<file path="src/rtl/flex_counter.sv">
// Synchronous up-counter counting 1..rollover_val then wrapping to 1, with
// synchronous clear, count enable and a registered terminal-count flag.
module flex_counter #(
  parameter int unsigned NUM_CNT_BITS = 4
) (
  input  logic                    clk,
  input  logic                    rst,
  input  logic                    clear,
  input  logic                    count_enable,
  input  logic [NUM_CNT_BITS-1:0] rollover_val,
  output logic [NUM_CNT_BITS-1:0] count_out,
  output logic                    rollover_flag
);

  logic [NUM_CNT_BITS-1:0] r_count;
  logic                    r_flag;
  logic [NUM_CNT_BITS-1:0] w_next;

  // >= also recovers when rollover_val is lowered below the current count
  always_comb begin
    w_next = r_count;
    if (count_enable) begin
      if (r_count >= rollover_val) begin
        w_next = NUM_CNT_BITS'(1);
      end else begin
        w_next = r_count + NUM_CNT_BITS'(1);
      end
    end
  end

  always_ff @(posedge clk) begin
    if (rst) begin
      r_count <= '0;
      r_flag  <= 1'b0;
    end else if (clear) begin
      r_count <= '0;
      r_flag  <= 1'b0;
    end else begin
      r_count <= w_next;
      r_flag  <= (w_next == rollover_val);
    end
  end

  assign count_out     = r_count;
  assign rollover_flag = r_flag;

endmodule

</file>
<file path="config.mk">
export PLATFORM = sky130hd
export DESIGN_NAME = flex_counter
export DESIGN_NICKNAME = d
export VERILOG_FILES = /design/src/rtl/flex_counter.sv
export SDC_FILE = /design/constraint.sdc
export NUM_CORES = 1
export LEC_CHECK = 0
export CORE_AREA = 2 2 39 41
export CTS_CLUSTER_SIZE = 20
export DETAILED_ROUTE_END_ITERATION = 6
export DIE_AREA = 0 0 41 43
export SYNTH_ARGS = -nofsm -noshare
export SYNTH_HDL_FRONTEND = slang
export SYNTH_SLANG_ARGS = --single-unit
</file>
<file path="constraint.sdc">
create_clock -name clk -period 2.4 [get_ports clk]
set_input_delay 0.24 -clock clk [delete_from_list [all_inputs] [get_ports clk]]
set_output_delay 0.24 -clock clk [all_outputs]
set_load 0.03 [all_outputs]
</file>
Word level (Yosys, flattened, before mapping)

Index checks and enable logic that the tools add are counted.

Reductions and logical operators: 1
Add/sub/neg operators: 1
Equal/unequal tests: 1
$lt $le $gt $ge: 1
Mux-type cells: 2

Operator list:

| operator                                                      | count |
|---|---|
| 4-bit two-way mux                                             | 2 |
| 4-bit by 1-bit adder with 4-bit output, second input constant | 1 |
| 4-bit equality test                                           | 1 |
| 4-bit >= comparator                                           | 1 |
| 2-bit OR reduction                                            | 1 |

Register bits after elaboration: 5
Input bits: 8
Logic and storage cells: 8
Output and inout bits: 5

Longest topological paths before layout

Gate-level depths: netlist of run 1.

Word-level depth: 4
Depth in mapped cells: 6

Worst setup path before layout of run 1

No wires, ideal clock.

Path kind: register to register
From: reg r_count[0], in the netlist count_out[0]
To: reg r_flag, in the netlist rollover_flag
Path slack: 369 ps
Arrival: 1944 ps
Required time: 2314 ps
Stages on the path, launching flop included: 7
Period minus slack after synthesis: 2031 ps
Cells stage by stage: dfxtp_1 > inv_1 > ha_1 > or3b_1 > a21oi_2 > o2111ai_1 > a221oi_2

Word-level cells in the longest chain between the ends: 4
Elaborated cells between the ends (all ways): 5
Classes of those cells: add/sub (1); order compare (1); eq/ne (1); mux (2)

RTL lines:

| element                                                                              | line   | RTL |
|---|---|---|
| from (decl)                                                                          | 15     | `logic [NUM_CNT_BITS-1:0] r_count;` |
| from (signal assigned)                                                               | 39     | `r_count <= w_next;` |
| 4-bit by 1-bit adder with 4-bit output / 4-bit >= comparator (equally long branches) | 26, 23 |  |
| 4-bit two-way mux                                                                    | 23     | `if (r_count >= rollover_val) begin` |
| 4-bit two-way mux *                                                                  | 22     | `if (count_enable) begin` |
| 4-bit equality test *                                                                | 40     | `r_flag <= (w_next == rollover_val);` |
| to (signal assigned)                                                                 | 40     |  |
| to (decl)                                                                            | 16     | `logic r_flag;` |

Every way passes the cells marked *; elsewhere a longest branch is shown, timed or not.
A chain may end at the register's enable or synchronous reset.

Worst setup path in the final report of run 1

From: in rollover_val[0]
To: reg r_flag, in the netlist rollover_flag

Word-level cells in the longest chain between the ends: 4

RTL lines:

| element               | line | RTL |
|---|---|---|
| from (decl)           | 10   | `input logic [NUM_CNT_BITS-1:0] rollover_val,` |
| 4-bit >= comparator   | 23   |  |
| 4-bit two-way mux     | 23   |  |
| 4-bit two-way mux     | 22   |  |
| 4-bit equality test * | 40   |  |

Marks and branches as above.

==> metrics, run 1 <==
result of the run finished clean; final worst-path cycle share 0.813; Worst Setup SP rollover_val[0]; Req. time, crit path 2.57 ns; count of non-filler cells in the finished layout 93; sequential share of the synthesized area 0.203; Synth Instances 60; placed wire-length estimate 860 µm; Min Clock Period, post-route 1.95 ns; Rows 14; I/O pin cnt 13; n_diodes 0; worst hold path type reg2reg; fin worst setup slack 0.448 ns; Hold Fails Final Rpt 0; Post-Synth XOR/XNOR Area 0; DRT iter0 DRCs 10; critical path type in2reg; total CTS buffers 3; Fmax 512 MHz; CP endpoint kind register; r2r setup slk 0.62 ns; Synth Area in Adders 0.127; largest net degree at the start of global routing 10; Remaining DRCs 0; WL met3 50 µm; clk sinks 5; Netlist Area Pre-Place 493 µm²; Placer Congestion 0.790; Final Net Count 91; drt pass-1 iters 4; TritonCTS clock tree built; Overflow after GRT 0; area of the core 1380 µm²; htree depth 1; Slew @ Worst Pin 0.310 ns; Startpoint Class input port; final setup fails 0; relative slew slack 0.793; setup tns final 0 ns; Synth area leaders dfxtp_1 20%, ha_1 13%, nor2b_1 7.6%; main combinational cell family by area after synthesis compound AO/OA/AOI/OAI gates; FF-to-FF Start count_out[0]; chip width 41 µm; routed length on met2 516 µm; worst-path fanout max 7; share of layout cells above drive strength 1 0.130; initial antenna violation count 0; die height 43 µm; M1 WL 587 µm; Placed Cells 89; Yosys cell types 29; vias in the first global route 481; via/cell ratio 5.48; Synth Area in Compound Gates 0.305; Final Slew Violations 0; vias after detailed routing 510; post-cts resize count 0; design area 669 µm²; WL per Instance 12.6 µm; Root Driver clkbuf_4; FF+latch count, synth 5; later-pin clock latency in the skew report 0.25 ns; Yosys warning count 0; arrival time at the worst endpoint 2.12 ns; cell taking the most area after synthesis dfxtp_1; worst slack at placement 0.199 ns; share of the synthesized area in the top cell type 0.203; synthesized area per cell 8.22 µm²; GRT Total Usage 0.158; skew final 0.00786 ns; Worst-path clk slew 0.05 ns; Syn Nets 73; die area 1760 µm²; port buffer count 12; Initial Utilization 0.356; Simple-Gate Fraction of Synth Area 0.266; RSZ-0062 raised after global routing false; routed wire length 1180 µm; clock buffer depth 2; number of post-CTS setup repair buffers 0; min-delay src count_out[0]; dpl cell area 643 µm²; first-pass GRT wire length 1920 µm; Cell Pwr Density 366 nW/µm²; Max Used Layer met4; multiplexer share of the synthesized area 0.0508; Area Growth Syn to Fin 35.8%; peak supply drop 0.000213 V; MaxCap Viol Count 0; Hold-fix buffers, CTS 0; Leakage 0.296 nW; ANT nets after route 0; WHS 0.498 ns; fillcell total 147
==> power by group <==
| group | total [W] | switching, W | internal [W] |
|---|---|---|---|
| logic | 0.0000569 | 0.0000282 | 0.0000286 |
| registers | 0.0000859 | 0.00000114 | 0.0000847 |
| clock network | 0.000102 | 0.0000393 | 0.0000631 |
| total | 0.000245 | 0.0000687 | 0.000176 |
==> synth_stat cells <==
library cell  n
a211oi_1      2
nand3_2       1
a21o_1        1
a221oi_2      1
o2111ai_1     1
nand3_1       1
and3b_1       1
buf_2         1
nand2b_1      2
a21oi_2       1
o21ai_0       3
a221oi_1      3
and3_1        2
a21oi_1       4
nor2_1        4
nand2_1       2
mux2_4        1
o211a_1       1
mux2i_1       1
a211o_1       1
or3b_1        1
dfxtp_1       5
ha_1          5
a32oi_1       1
inv_1         5
or2_2         1
nor2b_1       6
and2b_1       1
o22ai_1       1
==> layout by cell type (no fill, tap or decap), types with 2 or more instances in the layout <==
master | synthesis | final
a211oi_1 | 2 | 2
inv_1 | 5 | 5
buf_4 | 0 | 2
clkdlybuf4s50_1 | 0 | 12
nand2b_1 | 2 | 2
and3_1 | 2 | 2
a21oi_1 | 4 | 4
ha_1 | 5 | 5
a221oi_1 | 3 | 3
nor2b_1 | 6 | 6
nor2_1 | 4 | 4
o21ai_0 | 3 | 3
nand2_1 | 2 | 2
clkbuf_4 | 0 | 3
dfxtp_1 | 5 | 5
==> path summary, 6_finish.rpt <==
| check | to | depth (start not counted) |
|---|---|---|
| max | rollover_flag | 6 |
| min | count_out[0] | 2 |
| max reg2reg | rollover_flag | 6 |
| min reg2reg | count_out[0] | 2 |
==> registers in the layout (all words and copies together) (netlist names) <==
signal         flops
rollover_flag      1
count_out          4
==> kinds of logic (layout without fill, tap and decap cells) <==
family	after synthesis	after routing
fa+ha+maj	5	5
simple gates	22	22
compound gates	20	20
flops	5	5
buf+inv	6	23
mux	2	2
==> through the flow <==
stage               total power (W)  utilization
CTS                        0.000247        0.484
finish                     0.000245        0.484
floorplan                  0.000118            -
global route               0.000254        0.484
detailed placement         0.000143        0.465
global placement           0.000144        0.465
==> critical path: stages <==
cell	delay [ns]
clkdlybuf4s50_1	0.57
ha_1	0.26
or3b_1	0.41
a21oi_2	0.29
o2111ai_1	0.18
a221oi_2	0.18
==> layout make-up <==
type | count | area (µm²) | area share
Sequential cell | 5 | 100 | 0.150
Multi-Input combinational cell | 49 | 369 | 0.551
Clock buffer | 4 | 26.3 | 0.0393
Timing Repair Buffer | 14 | 135 | 0.202
Inverter | 5 | 18.8 | 0.0280
Tap cell | 16 | 20.0 | 0.0299
==> layer usage <==
| metal | GRT usage | vias to the layer above |
|---|---|---|
| met4 | 0.0800 | 0 |
| met1 | 0.229 | 229 |
| met3 | 0.0314 | 3 |
| met5 | 0 | - |
| li1 | - | 260 |
| met2 | 0.213 | 18 |
No activity file was read; power rests on OpenSTA's default activity.
==> inputs of run 2 (changes only) <==
--- a/config.mk
+++ b/config.mk
@@ -9,6 +9,7 @@
 export CTS_CLUSTER_SIZE = 20
 export DETAILED_ROUTE_END_ITERATION = 6
 export DIE_AREA = 0 0 41 43
+export PLACE_DENSITY = 0.66
 export SYNTH_ARGS = -nofsm -noshare
 export SYNTH_HDL_FRONTEND = slang
 export SYNTH_SLANG_ARGS = --single-unit
==> constraint.sdc (replaced) <==
create_clock -name clk -period 1.75 [get_ports clk]
set_input_delay 0.175 -clock clk [delete_from_list [all_inputs] [get_ports clk]]
set_output_delay 0.175 -clock clk [all_outputs]
set_load 0.03 [all_outputs]
==> metrics, run 2 (same netlist as run 1, synthesis figures left out) <==
Slew @ Worst Pin 0.359 ns (+0.0491 ns); Clock Power Share 0.395 (-0.023); critical path type in2reg; I/O pin cnt 13 (unchanged); vias in the first global route 561 (+17%); placed wire-length estimate 1000 µm (+17%); chip width 41 µm (unchanged); MaxCap Viol Count 0 (unchanged); final worst-path cycle share 0.962; die height 43 µm (unchanged); Rows 14 (unchanged); Fmax 594 MHz; ANT nets after route 0 (unchanged); Req. time, crit path 1.93 ns (-0.64 ns); later-pin clock latency in the skew report 0.25 ns (about the same); Min Clock Period, post-route 1.68 ns; cells along the critical path clkdlybuf4s50_1 > inv_1 > ha_2 > or3b_4 > a21oi_4 > buf_6 > nand3_1 > a21oi_1; Root Driver clkbuf_4; Final Net Count 101 (+11%); slowest stage delay, CP 0.47 ns (-0.10 ns); Placer Congestion 0.758 (-4.0%); routed wire length 1390 µm (+19%); worst-path fanout max 6 (-1); share of layout cells above drive strength 1 0.322 (+0.192); initial antenna violation count 0 (unchanged); Crit-path slowest cell clkdlybuf4s50_1; clock buffer depth 2 (unchanged); clk sinks 5 (unchanged); Hold Fails Final Rpt 0 (unchanged); n_diodes 0 (unchanged); commonest cells after routing, fill and taps aside 11 x clkdlybuf4s50_1, 11 x buf_4, 6 x nor2b_1; vias after detailed routing 554 (+8.6%); Flop pwr share 0.322 (-0.028); die area 1760 µm² (unchanged); Cell Pwr Density 459 nW/µm² (+25%); Overflow after GRT 0 (unchanged); Initial Utilization 0.356 (unchanged); peak supply drop 0.000197 V (-7.6%); dpl cell area 731 µm² (+14%); drt pass-1 iters 4 (unchanged); Leakage 0.359 nW (+21%); result of the run finished clean; CP endpoint kind register; Worst-path clk slew 0.05 ns (about the same); Area Growth Syn to Fin 60.9%; htree depth 1 (unchanged); port buffer count 12 (unchanged); skew final 0.00567 ns (-0.00220 ns); DRT iter0 DRCs 4 (-6); switching share of power 0.291 (+0.0113); max reg flops 4 (unchanged); Startpoint Class input port; relative slew slack 0.760 (-0.0321); total internal power 0.000258 W (+46%); via/cell ratio 5.38 (-1.9%); Comb pwr share 0.283 (+0.051); GRT Total Usage 0.182 (+0.0239); arrival time at the worst endpoint 1.86 ns (-0.26 ns); Remaining DRCs 0 (unchanged); Hold-fix buffers, CTS 0 (unchanged); TritonCTS clock tree built; setup tns final 0 ns (unchanged); first-pass GRT wire length 2190 µm (+14%); WL per Instance 13.5 µm (+7.1%); largest net degree at the start of global routing 10 (unchanged); area of the core 1380 µm² (unchanged); total CTS buffers 3 (unchanged); Final Slew Violations 0 (unchanged); NetSw 0.000106 W (+54%); worst hold path type reg2reg; design area 793 µm² (+19%); final setup fails 0 (unchanged)
==> run 2: what timing repair did <==
| action | CTS | global route |
|---|---|---|
| gates resized for setup | 0 | 7 |
| endpoints found under the setup margin | 0 | 4 |
| setup buffers | 0 | 1 |
==> run 2: stage by stage <==
step | total power, W | util | worst slack, ns | cells | hold slack (ns)
finish | 0.000364 | 0.573 | 0.0670 | 103 | 0.520
global route | 0.000378 | 0.573 | -0.00712 | 103 | 0.538
CTS | 0.000359 | 0.547 | 0.0194 | 102 | 0.536
detailed placement | 0.000214 | 0.528 | -0.246 | 98 | 0.525
global placement | 0.000214 | 0.528 | -0.227 | 98 | 0.527
floorplan | 0.000166 | - | 0.00366 | 60 | 0.369
==> run 2: final cells by class <==
type / count / area, µm²
clock buffer: 4 / 26.3
fill: 127 / 591
inverter: 5 / 18.8
multi-input combinational: 49 / 407
sequential: 5 / 105
tap: 16 / 20.0
timing repair buffer: 24 / 216
==> run 2: critical path, delay by kind of cell <==
kind / cells / cell delay [ns]
adder cells (fa/ha/maj): 1 / 0.19
AND/OR/NAND/NOR: 2 / 0.46
AO/OA/AOI/OAI: 2 / 0.38
buffers and inverters: 3 / 0.66
==> run 2: per-layer routing <==
metal  wire (µm)  track usage  vias to the layer above
met5           0            0                        -
met4          19        0.100                        0
met3          56      0.00524                        2
met2         700        0.306                       14
met1         617        0.215                      258
li1            -            -                      280
==> run 2: final timing paths <==
path	cells after the start	endpoint	startpoint	slack, ns
setup reg to reg	7	count_out[1]	count_out[0]	0.09
setup / recovery	8	count_out[1]	rollover_val[1]	0.07
hold / removal	2	count_out[0]	count_out[0]	0.52
hold reg to reg	2	count_out[0]	count_out[0]	0.52
==> run 2: power by group through the flow <==
stage	sequential (W)	clock, W	combinational (W)
5_1_grt	0.000117	0.000148	0.000112
3_5_place_dp	0.000119	0	0.0000952
4_1_cts	0.000117	0.000146	0.0000963
6_report	0.000117	0.000144	0.000103
2_1_floorplan	0.000124	0	0.0000419
3_3_place_gp	0.000119	0	0.0000948
